## src/rtl/gf_pkg.sv

```systemverilog
`default_nettype none
// ============================================================================
// gf_pkg
// Shared types and constants for the sequential GF(2^m) inverter.
// Revision: 1.0 - initial release
// ============================================================================
package gf_pkg;

  // FSM state encoding
  typedef enum logic [1:0] {
    ST_IDLE = 2'd0,
    ST_RUN  = 2'd1,
    ST_DONE = 2'd2
  } gf_state_t;

  // Irreducible reduction polynomials, one per field degree 2..16
  localparam int unsigned GF_POLY_DEG2  = 7;
  localparam int unsigned GF_POLY_DEG3  = 11;
  localparam int unsigned GF_POLY_DEG4  = 19;
  localparam int unsigned GF_POLY_DEG5  = 37;
  localparam int unsigned GF_POLY_DEG6  = 67;
  localparam int unsigned GF_POLY_DEG7  = 137;
  localparam int unsigned GF_POLY_DEG8  = 285;
  localparam int unsigned GF_POLY_DEG9  = 529;
  localparam int unsigned GF_POLY_DEG10 = 1033;
  localparam int unsigned GF_POLY_DEG11 = 2053;
  localparam int unsigned GF_POLY_DEG12 = 4179;
  localparam int unsigned GF_POLY_DEG13 = 8219;
  localparam int unsigned GF_POLY_DEG14 = 17475;
  localparam int unsigned GF_POLY_DEG15 = 32771;
  localparam int unsigned GF_POLY_DEG16 = 69643;

  // Width of the field-degree input able to hold the value DATA_WIDTH
  function automatic int gf_width(input int data_width);
    return $clog2(data_width) + 1;
  endfunction

  // Table lookup of the irreducible polynomial for a degree (0 if none)
  function automatic int unsigned gf_poly(input int deg);
    case (deg)
      2:       return GF_POLY_DEG2;
      3:       return GF_POLY_DEG3;
      4:       return GF_POLY_DEG4;
      5:       return GF_POLY_DEG5;
      6:       return GF_POLY_DEG6;
      7:       return GF_POLY_DEG7;
      8:       return GF_POLY_DEG8;
      9:       return GF_POLY_DEG9;
      10:      return GF_POLY_DEG10;
      11:      return GF_POLY_DEG11;
      12:      return GF_POLY_DEG12;
      13:      return GF_POLY_DEG13;
      14:      return GF_POLY_DEG14;
      15:      return GF_POLY_DEG15;
      16:      return GF_POLY_DEG16;
      default: return 0;
    endcase
  endfunction

endpackage
`default_nettype wire

```

## src/rtl/gf_half_step.sv

```systemverilog
`default_nettype none
// ============================================================================
// gf_half_step
// Combinational division by x modulo f: g even -> g>>1, g odd -> (g^f)>>1.
// Only f[DATA_WIDTH:1] is needed because the low bit of g^f is always
// discarded by the shift.
// Revision: 1.0 - initial release
// ============================================================================
module gf_half_step #(
  parameter int DATA_WIDTH = 32
) (
  input  logic [DATA_WIDTH-1:0] g,
  input  logic [DATA_WIDTH-1:0] f_hi,
  output logic [DATA_WIDTH-1:0] h
);

  // Shift g down and fold in f when g is odd, making g^f divisible by x
  always_comb begin
    h = {1'b0, g[DATA_WIDTH-1:1]} ^ (g[0] ? f_hi : '0);
  end

endmodule
`default_nettype wire

```

## src/rtl/gf_inv_seq.sv

```systemverilog
`default_nettype none
// ============================================================================
// gf_inv_seq
// Sequential GF(2^m) inverter using the binary extended Euclidean algorithm,
// one reduction step per clock. Invariants: u = g1*a, v = g2*a (mod f).
// Revision: 1.0 - initial release
// ============================================================================
module gf_inv_seq
  import gf_pkg::*;
#(
  parameter int DATA_WIDTH = 32
) (
  input  logic                              clk,
  input  logic                              rst,
  input  logic                              start,
  input  logic [gf_width(DATA_WIDTH)-1:0]   polyn_grade,
  input  logic [DATA_WIDTH:0]               polyn_red_in,
  input  logic [DATA_WIDTH-1:0]             a,
  output logic                              busy,
  output logic                              done,
  output logic                              err,
  output logic [DATA_WIDTH-1:0]             inv_out
);

  localparam int                GW     = gf_width(DATA_WIDTH);
  localparam logic [GW-1:0]     M_MIN  = GW'(2);
  localparam logic [GW-1:0]     M_MAX  = GW'(DATA_WIDTH);
  localparam logic [DATA_WIDTH:0] W_ONE  = (DATA_WIDTH+1)'(1);
  localparam logic [DATA_WIDTH:0] W_ZERO = '0;

  gf_state_t               state;
  gf_state_t               state_nxt;
  logic [DATA_WIDTH:0]     u;
  logic [DATA_WIDTH:0]     v;
  logic [DATA_WIDTH-1:0]   g1;
  logic [DATA_WIDTH-1:0]   g2;
  logic [DATA_WIDTH-1:0]   f_hi;
  logic [DATA_WIDTH-1:0]   g1_half;
  logic [DATA_WIDTH-1:0]   g2_half;
  logic                    req_bad;
  logic                    finish;

  gf_half_step #(.DATA_WIDTH(DATA_WIDTH)) u_half_g1 (
    .g    (g1),
    .f_hi (f_hi),
    .h    (g1_half)
  );

  gf_half_step #(.DATA_WIDTH(DATA_WIDTH)) u_half_g2 (
    .g    (g2),
    .f_hi (f_hi),
    .h    (g2_half)
  );

  // Request screening and terminal-condition detection
  always_comb begin
    req_bad = (a == '0)
           || ((a >> polyn_grade) != '0)
           || (polyn_grade < M_MIN)
           || (polyn_grade > M_MAX)
           || !polyn_red_in[0];
    finish  = (u == W_ONE) || (v == W_ONE) || (u == W_ZERO) || (v == W_ZERO);
  end

  // State register
  always_ff @(posedge clk) begin
    if (rst) state <= ST_IDLE;
    else     state <= state_nxt;
  end

  // Next-state logic; start is only looked at in IDLE
  always_comb begin
    state_nxt = state;
    case (state)
      ST_IDLE: if (start) state_nxt = req_bad ? ST_DONE : ST_RUN;
      ST_RUN:  if (finish) state_nxt = ST_DONE;
      ST_DONE: state_nxt = ST_IDLE;
      default: state_nxt = ST_IDLE;
    endcase
  end

  // Status outputs decoded from the registered state
  always_comb begin
    busy = (state == ST_RUN);
    done = (state == ST_DONE);
  end

  // Euclidean datapath and registered result
  always_ff @(posedge clk) begin
    if (rst) begin
      u       <= '0;
      v       <= '0;
      g1      <= '0;
      g2      <= '0;
      f_hi    <= '0;
      err     <= 1'b0;
      inv_out <= '0;
    end else begin
      case (state)
        ST_IDLE: begin
          if (start) begin
            inv_out <= '0;
            if (req_bad) begin
              err <= 1'b1;
            end else begin
              err  <= 1'b0;
              u    <= {1'b0, a};
              v    <= polyn_red_in;
              g1   <= DATA_WIDTH'(1);
              g2   <= '0;
              f_hi <= polyn_red_in[DATA_WIDTH:1];
            end
          end
        end
        ST_RUN: begin
          if (u == W_ONE) begin
            inv_out <= g1;
            err     <= 1'b0;
          end else if (v == W_ONE) begin
            inv_out <= g2;
            err     <= 1'b0;
          end else if ((u == W_ZERO) || (v == W_ZERO)) begin
            // a and f share a factor: no inverse exists
            inv_out <= '0;
            err     <= 1'b1;
          end else if (!u[0]) begin
            u  <= u >> 1;
            g1 <= g1_half;
          end else if (!v[0]) begin
            v  <= v >> 1;
            g2 <= g2_half;
          end else if (u > v) begin
            u  <= u ^ v;
            g1 <= g1 ^ g2;
          end else begin
            v  <= v ^ u;
            g2 <= g2 ^ g1;
          end
        end
        default: ;
      endcase
    end
  end

endmodule
`default_nettype wire

```

## config.mk

```make
export PLATFORM = sky130hd
export DESIGN_NAME = gf_inv_seq
export DESIGN_NICKNAME = d
export VERILOG_FILES = /design/src/rtl/gf_pkg.sv /design/src/rtl/gf_half_step.sv /design/src/rtl/gf_inv_seq.sv
export SDC_FILE = /design/constraint.sdc
export NUM_CORES = 1
export LEC_CHECK = 0
export CAP_MARGIN = 40
export CORE_MARGIN = 2
export CORE_UTILIZATION = 46
export CTS_CLUSTER_DIAMETER = 200
export DETAILED_ROUTE_END_ITERATION = 7
export PLACE_DENSITY = 0.65
export SLEW_MARGIN = 15
export SYNTH_ARGS = -nofsm -noshare
export SYNTH_HDL_FRONTEND = slang
export SYNTH_SLANG_ARGS = --single-unit
```

## constraint.sdc

```tcl
create_clock -name clk -period 9.3 [get_ports clk]
set_input_delay 1.86 -clock clk [delete_from_list [all_inputs] [get_ports clk]]
set_output_delay 1.86 -clock clk [all_outputs]
set_load 0.05 [all_outputs]
```

==> impl_metrics.tcl <==
set metrics [dict create \
    outcome "complete, no violations" \
    hp-class "reg2reg" \
    synth_area_sq_mm 0.0140 \
    critPathMaxStageDelay_ns 0.78 \
    avgRoutedWirePerCell_microns 21.9 \
    setup_slack_ns 3.16 \
    synth_area_per_cell_sq_um 7.86 \
    critPathKind "in2reg" \
    cts-buffers-inserted 17 \
    postCtsSetupRepairBufs 0 \
    setup_tns_ns 0 \
    grt-ovfl-total 0 \
    setup_viol 0 \
    worstPathRequired_ns 9.65 \
    ios 109 \
    cts_tree "done" \
    dr.pass1.iters 6 \
    fin_skew_ns 0.0249 \
    die_h_microns 179 \
    drtAntennaViolNets 0 \
    wl_microns 47600 \
    leakage_nw 5.36 \
    fin_total_pwr_mw 2.13 \
    reg2reg_from "v[24]" \
    clk_pin_slew_worst_paths_ns 0.08 \
    async_flop_share_pct 0 \
    relSlewSlack_pct 42.8 \
    ir_drop_mv 0.150 \
    netlist_top_cells_area "dfxtp_1, mux2i_1, nand2_1" \
    numPortBuffers 108 \
    yosysTopAreaCell "dfxtp_1" \
    insertion_delay_ns 0.47 \
    slowest_stage "clkdlybuf4s50_1" \
    cts_sinks 197 \
    cap_violations 0 \
    ff2ff_path_depth 12 \
    stdcell_area_sq_mm 0.0160 \
    die_w_microns 179 \
    layout_common_cells "dfxtp_1, nand2_1, clkdlybuf4s50_1" \
    timing.rr.end "v[32]" \
    start_util_pct 47.0 \
    critPathCaptureType "flip-flop" \
    clock.fmax_ghz 0.163 \
    core_sq_mm 0.0299 \
    via_per_inst 6.62 \
    clock-root-buffer "clkbuf_16" \
    place_ws_ns 2.78 \
    hold_depth 2 \
    p_per_area_mw_per_mm2 133 \
    track_usage_pct 29.6 \
    synth_top_area_share_pct 28.1 \
    drv_slew 0 \
    path_cells "clkdlybuf4s50_1 -> buf_8 -> mux2_2 -> o32ai_1 -> and3_1 -> a221oi_1 -> a41o_1 -> o31ai_4 -> a211o_1 -> buf_4 -> nand3_4 -> mux2_4" \
    clock_path_buffers 2 \
    post-route-min-period_ns 6.14 \
    drt_iter0_drc 1581 \
    grt_pass1_wl_microns 74900 \
    fin_cells 2176 \
    rsz0062_at_grt "false" \
    hold_start "v[11]" \
    path_max_fanout 33 \
    synth_ff_type "dfxtp_1" \
    tightest_slew_ns 0.847 \
    design.die.area_sq_mm 0.0319 \
    drc_errors 0 \
    htreeDepth 4 \
    holdBufCountCts 0 \
    crit_start "polyn_grade[0]" \
    dpl_cell_area_sq_mm 0.0153 \
    via_count 14400 \
    ys_seq_elements 197 \
    arrival_ns 6.49 \
    area_growth_pct 14.0 \
    r2r_slack_ns 5.33 \
    dp.cells 2141 \
    synth_cells 1785 \
    syn-num-nets 1892 \
    diodes 0 \
    dp_hpwl_microns 31000 \
    postCtsResizedCells 0 \
    fin_crit_sh_pct 66.0 \
    final_nets 1880 \
    globalplace.congestion 0.873 \
    start_kind "input port" \
    hold_path_end "v[11]" \
    antenna_found_initial 2 \
    final_layout_size_suffix_gt1_share_pct 6.61 \
    hold_viol_final 0 \
    final_common_cell "dfxtp_1" \
    rows 63 \
    synth_edf_count 0 \
    grt_pass1_vias 13500 \
    yosysWarningCount 0 \
    yosysUniqueCellTypes 69 \
    seq_area_frac_synth_pct 28.1 \
    grt_max_degree 94 \
]
-- sequential cells by signal, summed over array words and instances, names as in the netlist --
name / count
state: 2
inv_out: 32
v: 33
g2: 32
g1: 32
err: 1
u: 33
f_hi: 32
-- routing by layer --
| metal | global-route usage [%] | routed length [microns] | part of all wire, % | vias up |
|---|---|---|---|---|
| li1 | - | - | - | 6746 |
| met1 | 40.3 | 21100 | 44 | 6998 |
| met2 | 47.6 | 21900 | 46 | 574 |
| met3 | 4.33 | 3280 | 6.9 | 83 |
| met4 | 10.7 | 1240 | 2.6 | 2 |
| met5 | 0 | 14 | 0.029 | - |
-- logic make-up after synthesis --
group | count (synthesis) | synth area share [%]
simple gates | 633 | 22.4
compound gates | 530 | 28.1
buf+inv | 221 | 6.55
flops | 197 | 28.1
mux | 109 | 8.05
xor+xnor | 62 | 3.87
fa+ha+maj | 33 | 2.94
-- final cells by class --
class	count	area [sq um]
fillers	2835	13900
well taps	390	488
multi-input cells	1367	9270
clock buffers	17	425
repair buffers	146	1550
flip-flops and latches	197	3950
clock inverters	15	155
inverters	44	168
-- worst max-delay path, delay by kind of cell --
family | cells | cell delay (ns)
multiplexers | 2 | 0.85
AND/OR/NAND/NOR | 2 | 0.84
AO/OA/AOI/OAI | 5 | 1.52
buffers and inverters | 3 | 1.39
-- Yosys cell counts, drive strengths merged, types with 3 or more instances --
master,n
dfxtp,197
nand2,171
clkbuf,147
nor2,104
nand2b,94
mux2i,93
a21oi,82
o21ai,80
nand3,73
a211oi,61
xnor2,60
o211ai,57
o41ai,55
nor3,45
inv,44
nor2b,43
nand4,42
a221oi,34
o221ai,34
ha,33
a222oi,32
buf,30
o31a,30
nor4,29
mux2,16
a21o,10
and3,8
or3,8
a211o,6
and2,6
a31oi,5
o21a,5
o311ai,4
o32ai,4
or2,4
a2111oi,3
a221o,3
a31o,3
o311a,3
-- how the worst max path moves through the flow --
stage | to | depth (start not counted)
final | u[28] | 12
after global routing | u[28] | 12
after CTS | u[28] | 12
after detailed placement | u[28] | 12
after global placement | u[28] | 11
after floorplan | u[28] | 13
-- per-stage QoR --
stage | hold WS (ns) | utilization (%)
global route | 0.507 | 53.6
CTS | 0.482 | 53.3
floorplan | 0.451 | -
finish | 0.484 | 53.6
global placement | 0.462 | 50.7
detailed placement | 0.470 | 51.4
-- report_power, final --
| group | internal, mW | switching [mW] | total [mW] |
|---|---|---|---|
| combinational | 0.150 | 0.340 | 0.490 |
| clock | 0.361 | 0.400 | 0.761 |
| sequential | 0.857 | 0.0201 | 0.877 |
| total | 1.37 | 0.760 | 2.13 |
(Power assumes the default switching activity.)
